## config.mk

```make
export PLATFORM = sky130hd
export DESIGN_NAME = div_unit
export DESIGN_NICKNAME = d
export VERILOG_FILES = /design/src/rtl/div_unit.sv
export SDC_FILE = /design/constraint.sdc
export NUM_CORES = 1
export LEC_CHECK = 0
export BUFFER_PORTS_ARGS = -buffer_cell sky130_fd_sc_hd__buf_2
export CORE_MARGIN = 4
export CORE_UTILIZATION = 55
export DETAILED_ROUTE_END_ITERATION = 10
export PLACE_DENSITY = 0.79
export SYNTH_ARGS = -nofsm -noshare
export SYNTH_HDL_FRONTEND = slang
export SYNTH_SLANG_ARGS = --single-unit
```

## constraint.sdc

```tcl
create_clock -name clk_i -period 6.1 [get_ports clk_i]
set_clock_uncertainty 0.2 [all_clocks]
set_input_delay 0.915 -clock clk_i [delete_from_list [all_inputs] [get_ports clk_i]]
set_output_delay 0.915 -clock clk_i [all_outputs]
set_load 0.02 [all_outputs]
```

## src/rtl/div_unit.sv

```systemverilog
// Iterative restoring divider for DIV/DIVU/REM/REMU, 32 steps, 34-cycle latency.
// Ports: clk_i, rst_i (async, active high); div_start_i, div_op_i, dividend_i,
//   divisor_i, div_flush_i in; div_result_o, div_res_ready_o, div_busy_o out.
// Optional: define DIV_FAST_SPECIAL_EN to finish divide-by-zero and signed
//   overflow in 2 cycles instead of running all 32 steps.
`ifndef CPU_WIDTH
`define CPU_WIDTH 32
`endif

module div_unit (
  input  logic                  clk_i,
  input  logic                  rst_i,
  input  logic                  div_start_i,
  input  logic [1:0]            div_op_i,
  input  logic [`CPU_WIDTH-1:0] dividend_i,
  input  logic [`CPU_WIDTH-1:0] divisor_i,
  input  logic                  div_flush_i,
  output logic [`CPU_WIDTH-1:0] div_result_o,
  output logic                  div_res_ready_o,
  output logic                  div_busy_o
);

  localparam int W  = `CPU_WIDTH;
  localparam int CW = $clog2(W) + 1;

  typedef enum logic [1:0] {IDLE, CALC, DONE} state_t;

  state_t         state_q, state_d;
  logic [1:0]     op_q;
  logic [W-1:0]   dvd_q, dsr_q, quo_q, rem_q, res_q;
  logic [CW-1:0]  cnt_q;
  logic           neg_quo_q, neg_rem_q, dz_q, ovf_q, rdy_q;

  logic           is_signed, a_neg, b_neg;
  logic [W-1:0]   a_mag, b_mag;
  logic           dz, ovf, special, accept;
  logic [W:0]     shifted, diff;
  logic           q_bit;
  logic [W-1:0]   quo_fix, rem_fix, result;

  assign is_signed = ~div_op_i[0];
  assign a_neg     = is_signed & dividend_i[W-1];
  assign b_neg     = is_signed & divisor_i[W-1];
  assign a_mag     = a_neg ? (W'(0) - dividend_i) : dividend_i;
  assign b_mag     = b_neg ? (W'(0) - divisor_i) : divisor_i;

  assign dz      = (divisor_i == '0);
  assign ovf     = is_signed
                 & (dividend_i == {1'b1, {(W-1){1'b0}}})
                 & (divisor_i == '1);
  assign special = dz | ovf;

  // The ready cycle is an IDLE cycle; a start still held from the finished
  // request must not be taken as a new one.
  assign accept  = div_start_i & ~div_flush_i & ~rdy_q;

  // Restoring step: shifted is never wider than W+1 bits, so bit W of the
  // difference is the borrow.
  assign shifted = {rem_q, dvd_q[W-1]};
  assign diff    = shifted - {1'b0, dsr_q};
  assign q_bit   = ~diff[W];

  always_comb begin
    quo_fix = neg_quo_q ? (W'(0) - quo_q) : quo_q;
    rem_fix = neg_rem_q ? (W'(0) - rem_q) : rem_q;
    if (dz_q) begin
      quo_fix = '1;
    end
    if (ovf_q) begin
      quo_fix = {1'b1, {(W-1){1'b0}}};
      rem_fix = '0;
    end
    result = op_q[1] ? rem_fix : quo_fix;
  end

  always_ff @(posedge clk_i or posedge rst_i) begin
    if (rst_i) begin
      state_q <= IDLE;
    end else begin
      state_q <= state_d;
    end
  end

  always_comb begin
    state_d = state_q;
    unique case (state_q)
      IDLE: begin
        if (accept) begin
`ifdef DIV_FAST_SPECIAL_EN
          state_d = special ? DONE : CALC;
`else
          state_d = CALC;
`endif
        end
      end
      CALC: begin
        if (cnt_q == CW'(1)) begin
          state_d = DONE;
        end
      end
      DONE: state_d = IDLE;
      default: state_d = IDLE;
    endcase
    if (div_flush_i) begin
      state_d = IDLE;
    end
  end

  always_ff @(posedge clk_i or posedge rst_i) begin
    if (rst_i) begin
      op_q      <= '0;
      dvd_q     <= '0;
      dsr_q     <= '0;
      quo_q     <= '0;
      rem_q     <= '0;
      res_q     <= '0;
      cnt_q     <= '0;
      neg_quo_q <= 1'b0;
      neg_rem_q <= 1'b0;
      dz_q      <= 1'b0;
      ovf_q     <= 1'b0;
      rdy_q     <= 1'b0;
    end else begin
      rdy_q <= 1'b0;
      if (state_q == IDLE && accept) begin
        op_q      <= div_op_i;
        dvd_q     <= a_mag;
        dsr_q     <= b_mag;
        neg_quo_q <= a_neg ^ b_neg;
        neg_rem_q <= a_neg;
        dz_q      <= dz;
        ovf_q     <= ovf;
        quo_q     <= '0;
        rem_q     <= '0;
        cnt_q     <= CW'(W);
`ifdef DIV_FAST_SPECIAL_EN
        // Skipped steps would leave the dividend magnitude here.
        if (special) begin
          rem_q <= a_mag;
        end
`endif
      end else if (state_q == CALC) begin
        dvd_q <= {dvd_q[W-2:0], 1'b0};
        quo_q <= {quo_q[W-2:0], q_bit};
        rem_q <= q_bit ? diff[W-1:0] : shifted[W-1:0];
        cnt_q <= cnt_q - CW'(1);
      end else if (state_q == DONE && !div_flush_i) begin
        res_q <= result;
        rdy_q <= 1'b1;
      end
    end
  end

  assign div_result_o    = res_q;
  assign div_res_ready_o = rdy_q;
  assign div_busy_o      = (state_q != IDLE);

endmodule

```

Yosys cells after proc, flatten, opt, wreduce, memory -nomap -nowiden
Index checks and enable logic that the tools add are counted.
{"block": "word_totals", "output_inout_bits": 34, "reg_bits": 175, "input_bits": 70, "elab_cells": 72}
{"block": "op_classes", "bitwise_logic": 13, "n_reduce_logical": 9, "add_sub_neg": 6, "eq_ne": 7, "muxes": 24}
{"operator": "32-bit two-way mux", "count": 15}
{"operator": "1-bit by 32-bit subtractor with 32-bit output, first input constant", "count": 4}
{"operator": "32-bit == test, second input constant", "count": 2}
{"operator": "33-bit by 32-bit subtractor with 33-bit output", "count": 1}
{"operator": "32-bit zero test", "count": 1}
{"operator": "6-bit two-way mux", "count": 2}
{"operator": "1-bit bitwise AND", "count": 6}
{"operator": "6-bit by 1-bit == test with 1-bit output, second input constant", "count": 1}
{"operator": "2-bit two-way mux", "count": 3}
{"operator": "3-bit != test, second input constant", "count": 2}
{"operator": "1-bit NOT", "count": 6}
{"operator": "6-bit by 1-bit subtractor with 6-bit output, second input constant", "count": 1}
{"operator": "2-bit case mux with 2 select lines", "count": 1}
{"operator": "2-bit nonzero test", "count": 2}
{"operator": "1-bit two-way mux", "count": 3}
{"operator": "3-bit AND reduction", "count": 1}
{"operator": "2-bit by 1-bit == test with 1-bit output, second input constant", "count": 1}
{"operator": "2-bit == test, second input constant", "count": 1}
{"operator": "1-bit logical AND", "count": 2}
{"operator": "2-bit zero test", "count": 1}
{"operator": "2-bit AND reduction", "count": 1}
{"operator": "1-bit zero test", "count": 1}
{"operator": "1-bit bitwise XOR", "count": 1}

Depth between registers and ports, before layout
{"block": "logic_depth", "ltp_word": 6, "depth_mapped": 12, "mapped_depth_nobuf": 11}

Worst setup path after synthesis
OpenSTA, ideal clock, no wires.
{"block": "synth_path", "path_type": "in2reg", "start": "input divisor_i[8]", "end": "register dsr_q[28]", "t_required_ps": 5767, "n_path_buf": 0, "setup_slack_ps": 2784, "setup_ps": 133, "arrival_ps": 2982, "stages": 8, "path_cell_list": "or4_1 or3_1 nor4_4 nand2_1 or2_2 o31ai_1 xor2_1 o21ai_0"}
{"block": "synth_between", "elab_chain_cells": 2}
{"element": "start: declaration", "line_no": "16", "rtl": "input logic [`CPU_WIDTH-1:0] divisor_i,"}
{"element": "1-bit by 32-bit subtractor with 32-bit output", "line_no": "45", "rtl": "assign b_mag = b_neg ? (W'(0) - divisor_i) : divisor_i;"}
{"element": "32-bit two-way mux", "line_no": "45"}
{"element": "end signal: assignment", "line_no": "128", "rtl": "dsr_q <= b_mag;"}
{"element": "end: declaration", "line_no": "30", "rtl": "logic [W-1:0] dvd_q, dsr_q, quo_q, rem_q, res_q;"}
No other way between the ends.
A chain may end at the register's enable or synchronous reset.

Worst setup path in the final report
{"block": "layout_path", "start": "register dsr_q[0]", "end": "register rem_q[10]"}
{"block": "layout_between", "elab_chain_cells": 4}
{"element": "33-bit by 32-bit subtractor with 33-bit output", "line_no": "60", "rtl": "assign diff = shifted - {1'b0, dsr_q};"}
{"element": "32-bit two-way mux", "line_no": "145", "rtl": "rem_q <= q_bit ? diff[W-1:0] : shifted[W-1:0];"}
{"element": "32-bit two-way mux", "line_no": "142", "rtl": "end else if (state_q == CALC) begin"}
{"element": "32-bit two-way mux", "line_no": "125", "rtl": "if (state_q == IDLE && accept) begin"}
{"element": "end signal: assignment", "line_no": "145"}
{"element": "end: declaration", "line_no": "30"}
No other way between the ends. The select of a mux whose other input is x is not followed.

==> out/qor.txt <==
outcome: finished clean
post-route ant nets: 0
via count: 10600
fin crit share: 0.706
Reg-to-Reg Start: dsr_q[0]$_DFFE_PP0P_
DR WL/cell: 17.5 um
Slew @ Worst Pin: 1.27 ns
Leak: 6.00 nW
max cap viols: 0
share of cells above drive strength 1: 0.118
reg-to-reg critical path endpoint: rem_q[10]$_DFFE_PP0N_
Setup-failing EPs final: 0
CTS max path bufs: 2
IO Count: 104
Worst Setup Start Kind: register
Die ar.: 0.0238 mm^2
placed wire-length estimate: 21300 um
Worst Hold Depth: 1
ys async rst share: 1.00
Post-CTS Setup Repair Bufs: 0
post_cts resized: 0
kind of critical path: reg -> reg
Die Height: 154 um
Worst slew margin: 0.153
die width: 154 um
GRT overflow: 0
initial antenna violation count: 0
Final TNS setup: 0 ns
GP Congestion: 0.953
htree depth: 4
syn_area_per_cell: 8.40 um^2
Via-to-Cell Ratio: 6.07
EDFF count, synth: 0
Initial Utilization: 0.560
Clock Pin Slew Worst Setup and Hold Paths: 0.07 ns
min-delay worst type: reg -> reg
n_diodes: 0
r2r setup slk: 1.79 ns
CTS tree: yes
post-synthesis sequential area ratio: 0.370
final core utilization: 0.622
CP required: 6.18 ns
syn_nets: 1512
Critical Path End Type: register
post-synth cell types: 64
WP data arrival: 4.38 ns
Total Routing Usage GR: 0.256
clock sink count: 174
Remaining DRCs: 0
vias in the first global route: 9982
Power Dens Cells: 466 mW/mm^2
drt pass-1 iters: 5
Post-CTS Hold Fix Bufs: 0
First DRT Iteration DRCs: 728
Area Growth Syn to Fin: 11.0%
FF-to-FF path depth: 11
Routed Wire Length: 30500 um
#FFs+latches synth: 174
Hold Vio Cnt, Final: 0
min cycle time layout: 4.31 ns
Core Footprint: 0.0210 mm^2
Netlist Area Pre-Place: 0.0118 mm^2
first-pass GRT wire length: 51000 um
Main synth FF type: dfrtp_1
Critical Path Source: dsr_q[0]$_DFFE_PP0P_
Nets: 1567
Synthesis Warnings: 0
RSZ-0062 raised after global routing: no
clock root buffer: clkbuf_16
fmax: 232 MHz
Slew Limit Fails: 0
pin count of the biggest net entering global routing: 175
Inserted Clock Buffers: 17
site row count: 53
Post-Syn Instances: 1402
IO Port Bufs: 103
worst skew pair latency: 0.44 ns
Peak supply drop: 298 uV
end point of the critical path: rem_q[10]$_DFFE_PP0N_
Worst Path Max Fanout: 21
worst max-delay path, stage by stage (launching register included):
cell	delay, ns
dfrtp_1	0.40
ha_1	0.22
fa_1	0.40
nand2b_1	0.20
a21oi_1	0.24
o2111ai_1	0.30
a211oi_2	0.48
nor4b_1	0.16
a211oi_4	0.72
buf_4	0.48
mux2i_1	0.25
o21ai_0	0.09
sequential cells by signal, summed over array words and instances (netlist names):
signal	count
dz_q	1
quo_q	32
dsr_q	32
neg_quo_q	1
div_result_o	32
ovf_q	1
neg_rem_q	1
rem_q	32
op_q	1
cnt_q	6
dvd_q	32
div_res_ready_o	1
state_q	2
layer usage:
layer / wire length, um / GRT usage / vias up / share of wire
met5: 0 / 0 / - / 0
met4: 856 / 0.0799 / 0 / 0.028
met3: 1870 / 0.0439 / 65 / 0.061
met2: 14100 / 0.404 / 363 / 0.46
met1: 13600 / 0.363 / 5066 / 0.45
li1: - / - / 5103 / -
logic make-up (layout without fill, tap and decap cells):
logic type / Yosys count / after routing / share of synthesized area
buf+inv: 132 / 200 / 0.0429
xor+xnor: 150 / 150 / 0.112
compound gates: 408 / 408 / 0.221
flops: 174 / 174 / 0.370
fa+ha+maj: 40 / 40 / 0.0432
mux: 30 / 30 / 0.0255
simple gates: 468 / 468 / 0.186
cells in the mapped netlist, drive strengths merged (28+ instances only):
| cell | instances | area, um^2 |
|---|---|---|
| nand3 | 49 | 245 |
| mux2i | 30 | 300 |
| o31ai | 37 | 302 |
| inv | 54 | 203 |
| nor2 | 75 | 282 |
| dfrtp | 174 | 4350 |
| a21oi | 54 | 270 |
| ha | 39 | 488 |
| a31oi | 38 | 238 |
| clkbuf | 64 | 240 |
| xnor2 | 61 | 534 |
| a21o | 28 | 210 |
| o21ai | 160 | 801 |
| nand2 | 226 | 848 |
| xor2 | 89 | 780 |
cell usage in the layout, fill, tap and decap left out, drive strengths merged, types with 11 or more instances in the layout:
master	n
xnor2	61
and3	11
nand2b	13
dfrtp	174
mux2i	30
ha	39
nor3	16
o41ai	15
a21o	28
a221oi	21
nor2	75
or4	16
nand2	226
buf	114
xor2	89
nand3	49
clkbuf	18
a21oi	54
o31ai	37
inv	61
or3	14
o21ai	160
a31oi	38
final cells by class:
class                      count  area (um^2)
multi-input combinational   1096         6950
tap                          275          344
clock inverter                14          176
fill                        1783         7950
timing repair buffer         114          611
inverter                      54          208
clock buffer                  18          429
sequential                   174         4350
metrics by stage:
stage,setup WS (ns),total power [W],cell area (um^2),std cells,hold WS (ns)
floorplan,0.268,0.00414,11800,1402,0.250
global placement,2.04,0.00482,12500,1713,0.254
detailed placement,1.85,0.00491,12500,1713,0.265
CTS,1.82,0.00607,13100,1745,0.281
global route,1.51,0.00655,13100,1745,0.290
finish,1.79,0.00609,13100,1745,0.275
worst min-delay path by stage:
stage,startpoint,end,slack [ns]
final,div_result_o[14]$_DFFE_PP0P_,div_result_o[14]$_DFFE_PP0P_,0.27
after CTS,div_result_o[2]$_DFFE_PP0P_,div_result_o[2]$_DFFE_PP0P_,0.28
after global routing,div_result_o[5]$_DFFE_PP0P_,div_result_o[5]$_DFFE_PP0P_,0.29
after floorplan,dsr_q[10]$_DFFE_PP0P_,dsr_q[10]$_DFFE_PP0P_,0.25
after global placement,div_result_o[13]$_DFFE_PP0P_,div_result_o[13]$_DFFE_PP0P_,0.25
after detailed placement,div_result_o[2]$_DFFE_PP0P_,div_result_o[2]$_DFFE_PP0P_,0.26
report_power, final:
group | total (W) | internal, W | switching (W)
clock network | 0.00114 | 0.000622 | 0.000522
logic | 0.00316 | 0.00131 | 0.00185
registers | 0.00179 | 0.00145 | 0.000349
total | 0.00609 | 0.00338 | 0.00272
Note: power is estimated with default switching activity, not from simulation.
